[config.mk]
export PLATFORM = sky130hd
export DESIGN_NAME = t05_fetch_pc_unit_flat
export DESIGN_NICKNAME = d
export VERILOG_FILES = /design/src/rtl/t05_fetch_pc_unit_pkg.sv /design/src/rtl/t05_fetch_pc_unit_if.sv /design/src/rtl/t05_fetch_pc_unit_target_calc.sv /design/src/rtl/t05_fetch_pc_unit.sv /design/src/flat_wrapper.sv
export SDC_FILE = /design/constraint.sdc
export NUM_CORES = 1
export LEC_CHECK = 0
export BUFFER_PORTS_ARGS = -buffer_cell sky130_fd_sc_hd__buf_2
export CAP_MARGIN = 10
export CORE_MARGIN = 2
export CORE_UTILIZATION = 40
export CTS_CLUSTER_DIAMETER = 100
export DETAILED_ROUTE_END_ITERATION = 7
export GPL_TIMING_DRIVEN = 1
export PLACE_DENSITY = 0.65
export SLEW_MARGIN = 20
export SYNTH_ARGS = -nofsm -noshare
export SYNTH_HDL_FRONTEND = slang
export SYNTH_SLANG_ARGS = --single-unit
[constraint.sdc]
create_clock -name clk -period 3.65 [get_ports clk]
set_clock_uncertainty 0.05 [all_clocks]
set_input_delay 0.365 -clock clk [delete_from_list [all_inputs] [get_ports clk]]
set_output_delay 0.365 -clock clk [all_outputs]
set_load 0.005 [all_outputs]
[src/rtl/t05_fetch_pc_unit_pkg.sv]
// ---------------------------------------------------------------------------
// t05_fetch_pkg
// Shared types and constants for the fetch / program-counter unit.
//   redirect_kind_t : encoding of redirect_kind (value 3 is reserved, no-op)
//   fetch_state_t   : fetch FSM state encoding
//   INSTR_BYTES     : sequential PC increment
// ---------------------------------------------------------------------------
package t05_fetch_pkg;

  typedef enum logic [1:0] {
    BRANCH = 2'd0,
    JAL    = 2'd1,
    JALR   = 2'd2
  } redirect_kind_t;

  typedef enum logic [1:0] {
    IDLE  = 2'd0,
    FETCH = 2'd1,
    HOLD  = 2'd2,
    HALT  = 2'd3
  } fetch_state_t;

  localparam int INSTR_BYTES = 4;

endpackage

[src/rtl/t05_fetch_pc_unit_if.sv]
// ---------------------------------------------------------------------------
// t05_fetch_pc_unit_if
// Bundles the three buses around the fetch unit:
//   imem_*     : request/ack port towards instruction memory
//   instr_*    : valid/ready port towards decode
//   redirect_* : redirect request from execute (+ link_addr back to rd write)
// master = fetch unit view, slave = environment (memory/decode/execute) view.
// ---------------------------------------------------------------------------
interface t05_fetch_pc_unit_if #(
  parameter int XLEN = 32
);

  logic            imem_req;
  logic [XLEN-1:0] imem_addr;
  logic            imem_ack;
  logic [31:0]     imem_rdata;

  logic            instr_valid;
  logic            instr_ready;
  logic [31:0]     instr;
  logic [XLEN-1:0] instr_pc;

  logic            redirect_valid;
  logic [1:0]      redirect_kind;
  logic [XLEN-1:0] redirect_pc;
  logic            branch_taken;
  logic [XLEN-1:0] imm;
  logic [XLEN-1:0] rs1_val;
  logic [XLEN-1:0] link_addr;

  modport master (
    output imem_req, imem_addr,
    input  imem_ack, imem_rdata,
    output instr_valid, instr, instr_pc,
    input  instr_ready,
    input  redirect_valid, redirect_kind, redirect_pc, branch_taken, imm, rs1_val,
    output link_addr
  );

  modport slave (
    input  imem_req, imem_addr,
    output imem_ack, imem_rdata,
    input  instr_valid, instr, instr_pc,
    output instr_ready,
    output redirect_valid, redirect_kind, redirect_pc, branch_taken, imm, rs1_val,
    input  link_addr
  );

endinterface

[src/rtl/t05_fetch_pc_unit_target_calc.sv]
// ---------------------------------------------------------------------------
// t05_target_calc
// Purely combinational redirect target computation.
//   kind         in  : redirect kind (BRANCH/JAL/JALR, 3 = reserved)
//   redirect_pc  in  : pc of the redirecting instruction
//   imm          in  : sign-extended immediate
//   rs1_val      in  : rs1 value for JALR
//   branch_taken in  : ALU condition result for BRANCH
//   target       out : BRANCH/JAL: redirect_pc + (imm << OFFSET_SHIFT)
//                      JALR:       (rs1_val + imm) with bit 0 cleared
//   take         out : kind redirects (JAL, JALR, taken BRANCH)
//   misaligned   out : target[1:0] != 0
//   link_addr    out : redirect_pc + 4
// All sums wrap modulo 2^XLEN.
// ---------------------------------------------------------------------------
module t05_target_calc
  import t05_fetch_pkg::*;
#(
  parameter int XLEN         = 32,
  parameter int OFFSET_SHIFT = 0
) (
  input  logic [1:0]      kind,
  input  logic [XLEN-1:0] redirect_pc,
  input  logic [XLEN-1:0] imm,
  input  logic [XLEN-1:0] rs1_val,
  input  logic            branch_taken,
  output logic [XLEN-1:0] target,
  output logic            take,
  output logic            misaligned,
  output logic [XLEN-1:0] link_addr
);

  logic [XLEN-1:0] rel_sum;
  logic [XLEN-1:0] jalr_sum;

  assign rel_sum  = redirect_pc + (imm << OFFSET_SHIFT);
  assign jalr_sum = rs1_val + imm;

  always_comb begin
    // NOTE: every output gets a default before the case so no path can hold
    // an old value, which would otherwise infer a latch.
    target = rel_sum;
    take   = 1'b0;
    case (kind)
      BRANCH:  take = branch_taken;
      JAL:     take = 1'b1;
      JALR: begin
        take   = 1'b1;
        target = {jalr_sum[XLEN-1:1], 1'b0};
      end
      default: take = 1'b0;
    endcase
  end

  assign misaligned = (target[1:0] != 2'b00);
  assign link_addr  = redirect_pc + XLEN'(INSTR_BYTES);

endmodule

[src/rtl/t05_fetch_pc_unit.sv]
// ---------------------------------------------------------------------------
// t05_fetch_pc_unit
// Owns the program counter, fetches one instruction at a time from
// instruction memory and holds it for decode until accepted. Redirects
// from execute are resolved here (target computed internally).
//   clk          in  : system clock, rising edge
//   nRst         in  : asynchronous active-low reset
//   en           in  : run enable; never aborts an outstanding request
//   bus          mp  : imem req/ack, decode valid/ready, redirect inputs,
//                      link_addr (see t05_fetch_pc_unit_if)
//   misalign_err out : sticky; set when a redirect targets a misaligned
//                      address with ALIGN_CHECK = 1 (unit halts until reset)
// ---------------------------------------------------------------------------
module t05_fetch_pc_unit
  import t05_fetch_pkg::*;
#(
  parameter int              XLEN         = 32,
  parameter logic [XLEN-1:0] RESET_VECTOR = '0,
  parameter int              OFFSET_SHIFT = 0,
  parameter bit              ALIGN_CHECK  = 1'b1
) (
  input  logic                 clk,
  input  logic                 nRst,
  input  logic                 en,
  t05_fetch_pc_unit_if.master  bus,
  output logic                 misalign_err
);

  localparam logic [1:0] ST_IDLE  = IDLE;
  localparam logic [1:0] ST_FETCH = FETCH;
  localparam logic [1:0] ST_HOLD  = HOLD;
  localparam logic [1:0] ST_HALT  = HALT;

  logic [1:0]      state;
  logic [XLEN-1:0] pc;
  logic            pending;
  logic [XLEN-1:0] pend_target;
  logic [31:0]     instr_q;
  logic [XLEN-1:0] instr_pc_q;

  logic [XLEN-1:0] calc_target;
  logic            take;
  logic            misaligned;
  logic            redirect;
  logic            redirect_bad;
  logic [XLEN-1:0] redirect_target;

  t05_target_calc #(
    .XLEN         (XLEN),
    .OFFSET_SHIFT (OFFSET_SHIFT)
  ) u_target_calc (
    .kind         (bus.redirect_kind),
    .redirect_pc  (bus.redirect_pc),
    .imm          (bus.imm),
    .rs1_val      (bus.rs1_val),
    .branch_taken (bus.branch_taken),
    .target       (calc_target),
    .take         (take),
    .misaligned   (misaligned),
    .link_addr    (bus.link_addr)
  );

  assign redirect     = bus.redirect_valid & take;
  assign redirect_bad = ALIGN_CHECK & misaligned;
  // Without alignment checking the low bits are simply dropped.
  assign redirect_target = ALIGN_CHECK ? calc_target
                                       : {calc_target[XLEN-1:2], 2'b00};

  always_ff @(posedge clk or negedge nRst) begin
    if (!nRst) begin
      state        <= ST_IDLE;
      pc           <= RESET_VECTOR;
      pending      <= 1'b0;
      pend_target  <= '0;
      instr_q      <= '0;
      instr_pc_q   <= '0;
      misalign_err <= 1'b0;
    end else if (state != ST_HALT && redirect && redirect_bad) begin
      // NOTE: non-blocking assignments throughout, so every register here
      // updates from pre-edge values regardless of statement order.
      state        <= ST_HALT;
      pending      <= 1'b0;
      misalign_err <= 1'b1;
    end else begin
      case (state)
        ST_IDLE: begin
          if (redirect) pc <= redirect_target;
          if (en) state <= ST_FETCH;
        end
        ST_FETCH: begin
          if (bus.imem_ack) begin
            // A redirect seen during (or on the last cycle of) the request
            // makes the returned word stale: refetch from the target.
            if (redirect) begin
              pc      <= redirect_target;
              pending <= 1'b0;
            end else if (pending) begin
              pc      <= pend_target;
              pending <= 1'b0;
            end else begin
              instr_q    <= bus.imem_rdata;
              instr_pc_q <= pc;
              state      <= ST_HOLD;
            end
          end else if (redirect) begin
            pending     <= 1'b1;
            pend_target <= redirect_target;
          end
        end
        ST_HOLD: begin
          // Redirect squashes the held instruction and wins over acceptance.
          if (redirect) begin
            pc    <= redirect_target;
            state <= en ? ST_FETCH : ST_IDLE;
          end else if (bus.instr_ready) begin
            pc    <= pc + XLEN'(INSTR_BYTES);
            state <= en ? ST_FETCH : ST_IDLE;
          end
        end
        default: state <= ST_HALT;
      endcase
    end
  end

  assign bus.imem_req    = (state == ST_FETCH);
  assign bus.imem_addr   = pc;
  assign bus.instr_valid = (state == ST_HOLD);
  assign bus.instr       = instr_q;
  assign bus.instr_pc    = instr_pc_q;

endmodule

[src/flat_wrapper.sv]
// flat-port wrapper written by rule: the top's interface ports become plain ports
module t05_fetch_pc_unit_flat import t05_fetch_pkg::*;
#(
  parameter int              XLEN         = 32,
  parameter logic [XLEN-1:0] RESET_VECTOR = '0,
  parameter int              OFFSET_SHIFT = 0,
  parameter bit              ALIGN_CHECK  = 1'b1
)
  (clk, nRst, en, misalign_err, bus_imem_req, bus_imem_addr, bus_imem_ack, bus_imem_rdata, bus_instr_valid, bus_instr, bus_instr_pc, bus_instr_ready, bus_redirect_valid, bus_redirect_kind, bus_redirect_pc, bus_branch_taken, bus_imm, bus_rs1_val, bus_link_addr);
  t05_fetch_pc_unit_if #(.XLEN(XLEN)) bus_i ();
  input  logic clk;
  input  logic nRst;
  input  logic en;
  output logic misalign_err;
  output wire logic [$bits(bus_i.imem_req)-1:0] bus_imem_req;
  output wire logic [$bits(bus_i.imem_addr)-1:0] bus_imem_addr;
  input wire logic [$bits(bus_i.imem_ack)-1:0] bus_imem_ack;
  input wire logic [$bits(bus_i.imem_rdata)-1:0] bus_imem_rdata;
  output wire logic [$bits(bus_i.instr_valid)-1:0] bus_instr_valid;
  output wire logic [$bits(bus_i.instr)-1:0] bus_instr;
  output wire logic [$bits(bus_i.instr_pc)-1:0] bus_instr_pc;
  input wire logic [$bits(bus_i.instr_ready)-1:0] bus_instr_ready;
  input wire logic [$bits(bus_i.redirect_valid)-1:0] bus_redirect_valid;
  input wire logic [$bits(bus_i.redirect_kind)-1:0] bus_redirect_kind;
  input wire logic [$bits(bus_i.redirect_pc)-1:0] bus_redirect_pc;
  input wire logic [$bits(bus_i.branch_taken)-1:0] bus_branch_taken;
  input wire logic [$bits(bus_i.imm)-1:0] bus_imm;
  input wire logic [$bits(bus_i.rs1_val)-1:0] bus_rs1_val;
  output wire logic [$bits(bus_i.link_addr)-1:0] bus_link_addr;
  assign bus_imem_req = bus_i.imem_req;
  assign bus_imem_addr = bus_i.imem_addr;
  assign bus_i.imem_ack = bus_imem_ack;
  assign bus_i.imem_rdata = bus_imem_rdata;
  assign bus_instr_valid = bus_i.instr_valid;
  assign bus_instr = bus_i.instr;
  assign bus_instr_pc = bus_i.instr_pc;
  assign bus_i.instr_ready = bus_instr_ready;
  assign bus_i.redirect_valid = bus_redirect_valid;
  assign bus_i.redirect_kind = bus_redirect_kind;
  assign bus_i.redirect_pc = bus_redirect_pc;
  assign bus_i.branch_taken = bus_branch_taken;
  assign bus_i.imm = bus_imm;
  assign bus_i.rs1_val = bus_rs1_val;
  assign bus_link_addr = bus_i.link_addr;
  t05_fetch_pc_unit #(.XLEN(XLEN), .RESET_VECTOR(RESET_VECTOR), .OFFSET_SHIFT(OFFSET_SHIFT), .ALIGN_CHECK(ALIGN_CHECK)) u_core (.clk(clk), .nRst(nRst), .en(en), .bus(bus_i), .misalign_err(misalign_err));
endmodule
## Word level (Yosys, flattened, before mapping)

Index checks and enable logic that the tools add are counted.

| operators by class | value |
|---|---|
| bitwise logic cells | 5 |
| reductions and logical operators | 14 |
| $add $sub $neg | 4 |
| eq/ne operators | 14 |
| multiplexer cells | 22 |

Operator list:

| cell | number |
|---|---|
| $mux 32 | 7 |
| $pmux 32 s3 | 1 |
| $add 32x3->32 const B | 2 |
| $add 32x32->32 | 2 |
| $mux 2 | 7 |
| $reduce_and 5->1 | 2 |
| $ne 3x1->1 const B | 3 |
| $ne 3x3->1 const B | 2 |
| $pmux 2 s3 | 1 |
| $reduce_and 6->1 | 1 |
| $reduce_bool 3->1 | 2 |
| $mux 1 | 5 |
| $eq 2x1->1 const B | 2 |
| $eq 2x2->1 const B | 2 |
| $logic_not 2->1 | 2 |
| $ne 2x1->1 const B | 2 |
| $ne 4x1->1 const B | 1 |
| $not 1->1 | 4 |
| $reduce_and 4->1 | 1 |
| $reduce_bool 2->1 | 2 |
| $ne 3x2->1 const B | 1 |
| $logic_and 1x1->1 | 2 |
| $ne 2x2->1 const B | 1 |
| $pmux 1 s2 | 1 |
| other kinds (3) | 3 |

| storage, ports and cells | value |
|---|---|
| flip-flop bits (word level) | 132 |
| word-level logic and storage cells | 66 |
| input port bits | 137 |
| output and inout bits | 131 |

## Depth between registers and ports, before layout

Gate-level depths: netlist (run 1).

| depth | value |
|---|---|
| depth after elaboration | 8 |
| gate-level depth with buffers | 12 |
| depth with buffers taken out | 10 |

## Hierarchy

Synthesis (run 1) repeated with hierarchy kept, for this count alone.

| second synthesis, totals | value |
|---|---|
| cell total of the unflattened synthesis | 1,196 |
| area, all modules | 10,909.2 µm² |

By module, submodules not included:

| module | area each (µm²) | seq. area each (µm²) | cells each | times used |
|---|---|---|---|---|
| t05_fetch_pc_unit | 6,573.8 | 3,303.2 | 584 | 1 |
| t05_target_calc | 4,335.4 | 0.0 | 612 | 1 |

## Worst setup path after synthesis (run 1)

No wires, ideal clock.

| path | value |
|---|---|
| kind | input-to-reg |
| from | input port bus_rs1_val[0] |
| to | register u_core.pc[26] (netlist: u_core.bus.imem_addr[26]) |
| required time | 3,506 ps |
| slack | 887 ps |
| stages | 10 |
| path buffers | 0 |
| library setup time | 94 ps |
| arrival | 2,619 ps |
| path through | and2_1 > fa_1 > a21o_1 > a311o_2 > a21oi_4 > o21bai_2 > a31oi_4 > mux2i_1 > nor4b_4 > a221oi_2 |

| on the way | value |
|---|---|
| cells in the longest elaborated chain, start to end | 6 |
| elaborated cells between the ends (all ways) | 11 |
| classes of those cells | add/sub: 1; mux: 6; bitwise: 1; reduce/logical: 3 |

Ends and longest elaborated chain:

| item | RTL line | RTL |
|---|---|---|
| start, declared | flat_wrapper.sv:28 | `input wire logic [$bits(bus_i.rs1_val)-1:0] bus_rs1_val;` |
| $add 32x32->32 (*) | t05_fetch_pc_unit_target_calc.sv:37 | `assign jalr_sum = rs1_val + imm;` |
| $mux 32 (*) | t05_fetch_pc_unit_target_calc.sv:44 | `case (kind)` |
| $reduce_bool 2->1 | t05_fetch_pc_unit_target_calc.sv:55 | `assign misaligned = (target[1:0] != 2'b00);` |
| $logic_and 1x1->1 | t05_fetch_pc_unit.sv:78 | `end else if (state != ST_HALT && redirect && redirect_bad) begin` |
| $not 1->1 (no line) | n/a |  |
| $reduce_and 6->1 (no line) | n/a |  |
| end signal, assigned | t05_fetch_pc_unit.sv:87 | `if (redirect) pc <= redirect_target;` |
| end signal, assigned | t05_fetch_pc_unit.sv:95 | `pc <= redirect_target;` |
| end signal, assigned | t05_fetch_pc_unit.sv:98 | `pc <= pend_target;` |
| end, declared | t05_fetch_pc_unit.sv:35 | `logic [XLEN-1:0] pc;` |

Mark *: on every way between the ends. The rest lies on a longest branch, timed or not. The select of a mux whose other input is x is not followed.
A chain may end at the register's enable or synchronous reset.

## Worst setup path after layout (run 1)

| path | value |
|---|---|
| from | input port bus_redirect_pc[4] |
| to | output port bus_link_addr[29] |

| on the way | value |
|---|---|
| cells in the longest elaborated chain, start to end | 1 |

Ends and longest elaborated chain:

| item | RTL line | RTL |
|---|---|---|
| start, declared | flat_wrapper.sv:25 | `input wire logic [$bits(bus_i.redirect_pc)-1:0] bus_redirect_pc;` |
| $add 32x3->32 | t05_fetch_pc_unit_target_calc.sv:56 | `assign link_addr = redirect_pc + XLEN'(INSTR_BYTES);` |
| end, declared | flat_wrapper.sv:29 | `output wire logic [$bits(bus_i.link_addr)-1:0] bus_link_addr;` |

Every way passes these cells.

==> results of run 1 <==
## timing repair
item	4_1_cts	5_1_grt
hold buffers	1	0
setup buffers	0	0
setup endpoints to repair	0	0
hold endpoints to repair	66	0
## metal layers
metal / share of wire / track usage / up-vias
li1: - / - / 5202
met1: 0.48 / 0.333 / 5095
met2: 0.45 / 0.370 / 373
met3: 0.054 / 0.0214 / 45
met4: 0.018 / 0.0639 / 0
met5: 0 / 0 / -
## final cells by class
cell class                 instances  area [sq um]
clock buffer                      17           425
clock inverter                    15           169
fill                            2605         13700
inverter                          22          82.6
multi-input combinational       1056          7370
sequential                       132          3300
tap                              341           427
timing repair buffer             295          1590
## cells in the final DEF (no fill, tap or decap), types with 5 or more instances in the layout
| cell type | Yosys | layout |
|---|---|---|
| a32o_1 | 5 | 5 |
| a31oi_1 | 16 | 16 |
| nor2b_1 | 8 | 8 |
| a21oi_1 | 91 | 91 |
| a211oi_1 | 10 | 10 |
| nor2_1 | 82 | 82 |
| o21bai_1 | 5 | 5 |
| nand2b_1 | 8 | 8 |
| inv_1 | 21 | 21 |
| o21ai_1 | 11 | 11 |
| nand3_1 | 45 | 45 |
| dfrtp_1 | 132 | 132 |
| and3_1 | 24 | 24 |
| o31ai_1 | 7 | 7 |
| mux2_2 | 72 | 72 |
| a21boi_0 | 6 | 6 |
| a22oi_1 | 7 | 7 |
| clkbuf_16 | 0 | 17 |
| inv_6 | 0 | 7 |
| buf_2 | 14 | 266 |
| xnor2_1 | 56 | 56 |
| a21o_1 | 23 | 23 |
| nand4_1 | 33 | 33 |
| and2_1 | 8 | 8 |
| o21a_1 | 16 | 16 |
| mux2i_1 | 12 | 12 |
| nand2_1 | 140 | 140 |
| ha_1 | 70 | 69 |
| buf_4 | 2 | 24 |
| o211ai_1 | 8 | 8 |
| o21ai_0 | 118 | 118 |
| and4_1 | 6 | 6 |
| nor3_1 | 23 | 22 |
| or2_2 | 5 | 5 |
| xor2_1 | 38 | 38 |
## logic make-up after synthesis
| kind of cell | synth area share |
|---|---|
| adder cells (fa/ha/maj) | 0.0830 |
| flip-flops | 0.299 |
| AO/OA/AOI/OAI | 0.240 |
| XOR/XNOR | 0.0746 |
| AND/OR/NAND/NOR | 0.183 |
| multiplexers | 0.0857 |
| buffers and inverters | 0.0346 |
## state kept, by name, summed over array words and instances, names as in the netlist
register	flops
u_core.bus.instr	32
u_core.misalign_err	1
u_core.bus.imem_addr	32
u_core.pend_target	32
u_core.state	2
u_core.bus.instr_pc	32
u_core.pending	1
## power breakdown
| group | leakage (uW) | switching, uW | total (uW) | internal (uW) |
|---|---|---|---|---|
| sequential | 0.00161 | 595 | 2770 | 2180 |
| clock | 0.000284 | 692 | 1720 | 1020 |
| combinational | 0.00412 | 2210 | 4120 | 1900 |
## worst max-delay path by stage
stage          cells past startpoint                       end               start
2_1_floorplan                     10  u_core.bus.imem_addr[26]      bus_rs1_val[0]
3_3_place_gp                      11  u_core.bus.imem_addr[26]      bus_rs1_val[0]
3_5_place_dp                      11  u_core.bus.imem_addr[26]      bus_rs1_val[0]
4_1_cts                           11         bus_link_addr[29]  bus_redirect_pc[4]
5_1_grt                           11         bus_link_addr[29]  bus_redirect_pc[4]
6_report                          11         bus_link_addr[29]  bus_redirect_pc[4]
## metrics by stage
| stage | instance area, sq um | util | cells | total power [uW] | setup WS [ns] |
|---|---|---|---|---|---|
| floorplan | 11000 | - | 1281 | 5210 | 0.887 |
| global placement | 12800 | 0.472 | 1845 | 6790 | 0.506 |
| detailed placement | 12800 | 0.472 | 1845 | 6880 | 0.491 |
| CTS | 13400 | 0.495 | 1878 | 8640 | 0.584 |
| global route | 13400 | 0.495 | 1878 | 9240 | 0.435 |
| finish | 13400 | 0.495 | 1878 | 8610 | 0.692 |
==> flow_summary.toml, run 1 <==
[status]
status = "finished clean"

[setup_path]
slowest_stage = "nor3_1"
crit-reg2reg-launch = "u_core.bus.imem_addr[2]"
path_class = "input port to output pin"
path_max_fanout = 4
path_delay_family = "simple AND/OR/NAND/NOR gates"
timing.reg2reg.setup_slack_ns = 1.08
cp.arrival_ns = 2.54
crit_buf_inv = 3
max_stage_delay_ns = 0.37
reg2reg_depth = 9
crit_required_ns = 3.23
critPathLaunchType = "input port"
r2r-end = "u_core.bus.imem_addr[20]"
worst_setup_path_end_kind = "output pin"
crit_chain = "buf_2, and3_1, nand2_1, nor2_1, and3_1, nand3_1, nor3_1, buf_4, nand3_1, xnor2_1, buf_2"

[finish]
syn2layout_area_growth_pct = 21.1
nets = 1733
n_antenna_cell = 0
drive_gt1_frac = 0.291

[timing]
final.setup.tns_ns = 0
setup_viol_count_final = 0
max_freq_mhz = 338
max_slew.worst_pin.slew_ns = 0.641
rsz0062_at_grt = "false"
slew_violations = 0
finalHoldViolations = 0
fin_hold_ws_ns = 0.126
min_period_ns = 2.96
timing.final.crit_share = 0.810
relSlewSlack = 0.573

[clocking]
cts_tree = "yes"
clk-insertion-delay-late_ns = 0.42
htreeDepth = 4
cts_buffers = 17
cts_max_path_buffers = 2
path_clk_slew_ns = 0.07
cts.repair.resized = 0
cts.sinks = 132
cts_root_buf = "clkbuf_16"

[min_path]
min_path_cells = 2
hp-class = "input port to flip-flop"
hold-path-endpoint = "u_core.bus.instr[6]"
min-delay-start = "bus_imem_rdata[6]"

[power_and_ir_drop]
leakage_uw = 0.00602
ir_drop_mv = 0.304
cellPowerDensity_nw_per_um2 = 644

[floorplan]
start_util = 0.408
core-area_sq_um = 27000
die_x_microns = 170
row_count = 60
dieArea_sq_um = 28900
die_h_microns = 170
num_io_pins = 268

[routing]
drt_iter0_drc = 816
wl_per_cell_microns = 18.1
route.detailed.drc = 0
finalWirelength_microns = 34100
postRouteAntennaNets = 0
viasPerCell = 5.71
vias = 10700
drtPass1Iterations = 6

[synth]
netlist_area_sq_um = 11000
synth_edf_count = 0
ys.flop_type = "dfrtp_1"
async_flop_share = 1.00
ys_warn_count = 0
synth_top_area_share = 0.299
syn_area_per_cell_sq_um = 8.62
yosysUniqueCellTypes = 93
ys_ff_latch = 132
synth_area_leaders = "dfrtp_1, ha_1, mux2_2"
ys_seq_area_frac = 0.299
synth_top_area_cell = "dfrtp_1"
synth_fp_nets = 1490
synth_top_cells_by_count = "nand2_1, dfrtp_1, o21ai_0, a21oi_1, nor2_1"
yosysMostFrequentCell = "nand2_1"
synth_cells = 1281

[grt]
grt_pass1_vias = 10200
grt_usage = 0.231
grt_overflow = 0
grt_pass1_wl_microns = 53700
grt_start_max_net_pins = 68
grt_antenna_before_repair = 0

[placement]
placement.io_buffers = 267
place.gp.congestion = 0.907
hpwl_microns = 26800

[job]
drv_cap = 0
Note: power is estimated with default switching activity, not from simulation.
==> inputs of run 2 (changes only) <==
==> constraint.sdc (replaced) <==
create_clock -name clk -period 2.9 [get_ports clk]
set_clock_uncertainty 0.05 [all_clocks]
set_input_delay 0.29 -clock clk [delete_from_list [all_inputs] [get_ports clk]]
set_output_delay 0.29 -clock clk [all_outputs]
set_load 0.005 [all_outputs]
==> run 2 against run 1 <==
  * Die area stayed put
  * Combinational power is 32% higher
  * Hold slack worse by 0.077 ns
  * Global-route usage is 0.98 points higher
  * Critical path depth stayed put
  * Final cell count is 4.6% higher
  * Clock power is 28% higher
  * Critical endpoint unchanged
==> flow_summary.toml, run 2 (same netlist as run 1, synthesis figures left out) <==
[status]
status = "finished clean"

[finish]
n_fill_cell = 2606
multiInputGateArea_sq_um = 7380
nets = 1821
syn2layout_area_growth_pct = 27.8
n_antenna_cell = 0
drive_gt1_frac = 0.329
layout_commonest_cell = "buf_2"
seqCellArea_sq_um = 3300
final_cell_mix = "buf_2, nand2_1, dfrtp_1, o21ai_0, buf_4"
fin_cells = 1965

[placement]
hpwl_microns = 28100
placement.io_buffers = 267
dp_cells = 1933
place.gp.congestion = 0.912
post-place-ws_ns = -0.103

[timing]
min_period_ns = 2.59
timing.final.crit_share = 0.894
relSlewSlack = 0.565
setup_viol_count_final = 0
max_freq_mhz = 386
rsz0062_at_grt = "false"
fin_ws_ns = 0.306
finalHoldViolations = 0
max_slew.worst_pin.slew_ns = 0.652
slew_violations = 0

[clocking]
cts_max_path_buffers = 2
clk-insertion-delay-late_ns = 0.41
cts_buffers = 17
cts.sinks = 132
htreeDepth = 4
cts_tree = "yes"
path_clk_slew_ns = 0.06
cts_root_buf = "clkbuf_16"

[grt]
grt_usage = 0.241
grt_start_max_net_pins = 68
grt_pass1_vias = 10600
grt_antenna_before_repair = 0
grt_overflow = 0
grt_pass1_wl_microns = 55600

[routing]
finalWirelength_microns = 35100
postRouteAntennaNets = 0
drtPass1Iterations = 7
viasPerCell = 5.59
wl_per_cell_microns = 17.9
drt_iter0_drc = 744
vias = 11000
route.detailed.drc = 0

[power_and_ir_drop]
cellPowerDensity_nw_per_um2 = 790
ir_drop_mv = 0.608
total_power_uw = 11100
leakage_uw = 0.00647

[setup_path]
worst_setup_path_end_kind = "output pin"
timing.reg2reg.setup_slack_ns = 0.49
critPathLaunchType = "input port"
crit_required_ns = 2.56
r2r-end = "u_core.bus.imem_addr[26]"
path_class = "input port to output pin"
reg2reg_depth = 7
endpoint = "bus_link_addr[29]"
cp.arrival_ns = 2.25
crit_start = "bus_redirect_pc[2]"
crit-reg2reg-launch = "u_core.bus.imem_addr[13]"
path_max_fanout = 4

[floorplan]
num_io_pins = 268
start_util = 0.408
dieArea_sq_um = 28900
row_count = 60
core-area_sq_um = 27000
die_h_microns = 170
die_x_microns = 170

[job]
drv_cap = 0

[min_path]
hp-class = "input port to flip-flop"
[run 2: cell types whose count changed in the layout (fill, tap and decap cells not counted), sizes merged]
cell      before  now
buf          294  382
inv           30   23
clkbuf        17   19
clkinvlp       3    2
bufinv         2    3
clkinv         2    6
[run 2: critical path, cell delays in order]
cell,delay (ns)
buf_2,0.13
and3_1,0.25
nand2_1,0.07
nor2_1,0.25
and3_1,0.25
nand3_1,0.21
nor3_2,0.27
buf_4,0.17
nand3_1,0.09
xnor2_1,0.14
buf_2,0.13
[run 2: how the worst min path moves through the flow]
stage	to	from	cells after the start	slack (ns)
CTS	u_core.bus.instr[12]	bus_imem_rdata[12]	2	0.04
detailed placement	u_core.pend_target[3]	nRst	1	0.28
floorplan	u_core.bus.imem_addr[0]	nRst	0	-0.06
global placement	u_core.pend_target[3]	nRst	1	0.28
global route	u_core.bus.instr[7]	bus_imem_rdata[7]	2	0.04
finish	u_core.bus.instr[12]	bus_imem_rdata[12]	2	0.05
[run 2: layout make-up]
| type | count | area share |
|---|---|---|
| Multi-Input combinational cell | 1056 | 0.523 |
| Inverter | 22 | 0.00586 |
| Clock buffer | 19 | 0.0321 |
| Timing Repair Buffer | 383 | 0.163 |
| Clock inverter | 12 | 0.0110 |
| Tap cell | 341 | 0.0303 |
| Sequential cell | 132 | 0.234 |
[run 2: timing repair]
item / CTS / global route
setup endpoints to repair: 0 / 2
setup buffers: 0 / 0
endpoints found under the hold margin: 63 / 0
hold buffers: 1 / 0
resized for setup: 0 / 1
[run 2: layer usage]
layer,global-route usage,wire [microns],share of wire
met1,0.336,16400,0.47
met2,0.396,16400,0.47
met3,0.0267,1750,0.050
met4,0.0669,529,0.015
met5,0,0,0
[run 2: where the power goes]
group | internal, uW | switching (uW) | leakage (uW)
clock | 1390 | 818 | 0.000295
sequential | 2740 | 740 | 0.00161
combinational | 2600 | 2840 | 0.00456
[run 2: metrics by stage]
stage / util / instance area, sq um / TNS, ns / hold slack (ns)
3_3_place_gp: 0.499 / 13500 / -0.106 / 0.276
3_5_place_dp: 0.499 / 13500 / -0.704 / 0.282
6_report: 0.522 / 14100 / 0 / 0.0486
4_1_cts: 0.522 / 14100 / 0 / 0.0359
2_1_floorplan: - / 11000 / 0 / -0.0556
5_1_grt: 0.522 / 14100 / 0 / 0.0437
==> inputs of run 3 (changes only) <==
--- a/config.mk
+++ b/config.mk
@@ -16,4 +16,5 @@
 export SLEW_MARGIN = 20
 export SYNTH_ARGS = -nofsm -noshare
 export SYNTH_HDL_FRONTEND = slang
+export SYNTH_HIERARCHICAL = 1
 export SYNTH_SLANG_ARGS = --single-unit
==> constraint.sdc (replaced) <==
create_clock -name clk -period 2.9 [get_ports clk]
set_clock_uncertainty 0.05 [all_clocks]
set_input_delay 0.58 -clock clk [delete_from_list [all_inputs] [get_ports clk]]
set_output_delay 0.58 -clock clk [all_outputs]
set_load 0.005 [all_outputs]
==> run 3 against run 2 <==
  * The flow now finishes with violations (setup timing)
  * Non-clock buffer count up 187
  * Die area down 1.1%
  * First-iteration DRC count down 3.0%
  * Combinational power increased by 28%
  * Flip-flop and latch count unchanged
  * Fmax is 23% lower
  * Critical path depth grew 5
  * Via count rose by 3.6%
==> flow_summary.toml, run 3 <==
[synth]
synth_fp_nets = 1406
yosysUniqueCellTypes = 93
synth_top_area_share = 0.303
synth_area_leaders = "dfrtp_1, mux2_2, ha_1"
netlist_area_sq_um = 10900
ys.flop_type = "dfrtp_1"
yosysMostFrequentCell = "dfrtp_1"
synth_cells = 1196
async_flop_share = 1.00
ys_ff_latch = 132
synth_edf_count = 0
ys_warn_count = 6
synth_top_area_cell = "dfrtp_1"
synth_top_cells_by_count = "dfrtp_1, o21ai_0, mux2_2, nor2_1, nand2_1"
syn_area_per_cell_sq_um = 9.12
ys_seq_area_frac = 0.303

[setup_path]
crit_required_ns = 3.16
timing.reg2reg.setup_slack_ns = 0.53
path_class = "input port to flip-flop"
critPathLaunchType = "input port"
reg2reg_depth = 7
cp.arrival_ns = 3.62
path_max_fanout = 3
crit-reg2reg-launch = "u_core/state[0]"
r2r-end = "u_core/bus.imem_addr[13]"
worst_setup_path_end_kind = "flip-flop"

[timing]
rsz0062_at_grt = "true"
finalHoldViolations = 0
timing.final.crit_share = 1.16
max_slew.worst_pin.slew_ns = 0.584
relSlewSlack = 0.607
fin_ws_ns = -0.455
final.setup.tns_ns = -4.63
slew_violations = 0
min_period_ns = 3.35
max_freq_mhz = 298
setup_viol_count_final = 31

[floorplan]
row_count = 60
core-area_sq_um = 26900
start_util = 0.406
dieArea_sq_um = 28600
num_io_pins = 268
die_x_microns = 169
die_h_microns = 169

[power_and_ir_drop]
ir_drop_mv = 0.511
p_sw_frac = 0.411
cellPowerDensity_nw_per_um2 = 760
internal-power_uw = 7290
p_comb_frac = 0.561
p_clk_frac = 0.166
p_sw_uw = 5080
power_frac_seq = 0.274
leakage_uw = 0.00768

[routing]
drtPass1Iterations = 5
viasPerCell = 5.50
drt_iter0_drc = 722
postRouteAntennaNets = 0
wl_per_cell_microns = 17.2
drt-met1-wl_microns = 16300
wl_met3_microns = 2210
finalWirelength_microns = 35700
vias = 11400
wl_met2_microns = 16600
top_layer_used = "met4"
route.detailed.drc = 0

[clocking]
cts_buffers = 17
path_clk_slew_ns = 0.06
htreeDepth = 4
cts_root_buf = "clkbuf_16"
cts.sinks = 132
cts_tree = "yes"
clk-insertion-delay-late_ns = 0.43
cts_max_path_buffers = 2

[placement]
hpwl_microns = 27900
placement.io_buffers = 267
place.gp.congestion = 0.886

[grt]
grt_pass1_wl_microns = 56400
grt_overflow = 0
grt_pass1_vias = 11000
grt_antenna_before_repair = 0
grt_start_max_net_pins = 54
grt_usage = 0.244

[min_path]
min_path_cells = 2
hp-class = "input port to flip-flop"
hold-path-endpoint = "u_core/bus.instr[26]"
min-delay-start = "bus_imem_rdata[26]"

[finish]
nets = 1928
final_util = 0.606
drive_gt1_frac = 0.497
n_antenna_cell = 0
syn2layout_area_growth_pct = 49.3
final_cell_mix = "buf_4, buf_2, dfrtp_1, mux2_2, nor2_1"
layout_commonest_cell = "buf_4"

[status]
violations = "setup timing"
status = "finished, violations left"

[job]
drv_cap = 0
[run 3: cells by family (layout without fill, tap and decap cells)]
group,Yosys count,after routing,synth area share
AOI/OAI and AO/OA,392,392,0.255
and+or+nand+nor,325,325,0.151
DFF,132,132,0.303
adders and majority gates,73,73,0.0851
xor gates and xnor gates,80,80,0.0642
buffers and inverters,93,628,0.0378
muxes,101,101,0.104
[run 3: worst max-delay path by stage]
stage	start	end	slack [ns]	cells past startpoint
floorplan	bus_redirect_pc[0]	u_core/bus.imem_addr[26]	-0.65	15
global placement	bus_imm[0]	u_core/bus.imem_addr[28]	-0.99	16
detailed placement	bus_imm[0]	u_core/bus.imem_addr[28]	-1.02	16
CTS	bus_redirect_pc[0]	u_core/bus.imem_addr[26]	-0.48	16
global route	bus_imm[7]	u_core/bus.imem_addr[26]	-0.60	15
finish	bus_imm[0]	u_core/bus.imem_addr[26]	-0.45	16
[run 3: routing by layer]
layer / vias to the layer above / track usage
met5: - / 0
met4: 0 / 0.0673
met3: 45 / 0.0464
met2: 417 / 0.396
met1: 5398 / 0.332
li1: 5529 / -
[run 3: repair_timing]
action	4_1_cts	5_1_grt
setup buffers	25	14
endpoints found under the setup margin	43	47
resized for setup	77	101
pin swaps	50	80
hold buffers	1	0
endpoints found under the hold margin	24	0
[run 3: cell type report]
class | count | area [sq um]
Inverter | 26 | 97.6
Clock inverter | 15 | 134
Tap cell | 341 | 427
Timing Repair Buffer | 570 | 3820
Sequential cell | 132 | 3300
Fill cell | 2347 | 10600
Multi-Input combinational cell | 971 | 8090
Clock buffer | 17 | 425
[run 3: worst max-delay path, cell delays in order]
cell	delay, ns
buf_8	0.10
ha_4	0.15
fa_2	0.38
a211oi_2	0.22
o211a_1	0.23
o22ai_4	0.11
a31o_1	0.23
a221o_1	0.35
a31oi_2	0.16
xor2_1	0.16
nor2_1	0.05
a21o_1	0.19
a22o_1	0.25
a22oi_2	0.16
o31ai_1	0.09
a22o_1	0.18
[run 3: metrics by stage]
stage	std cells	hold WS (ns)	setup slack (ns)	area, sq um	total power [uW]
floorplan	1196	0.234	-0.652	11100	6920
global placement	2008	0.396	-0.992	14700	9580
detailed placement	2008	0.402	-1.02	14700	9740
CTS	2065	0.316	-0.481	15800	12000
global route	2072	0.321	-0.603	16300	13200
finish	2072	0.337	-0.455	16300	12400
[run 3: power groups by stage]
| stage | clock [uW] | combinational [uW] | sequential, uW |
|---|---|---|---|
| detailed placement | 0 | 6350 | 3400 |
| floorplan | 0 | 3650 | 3270 |
| global route | 2180 | 7510 | 3510 |
| finish | 2050 | 6940 | 3390 |
| CTS | 2100 | 6520 | 3370 |
| global placement | 0 | 6240 | 3340 |
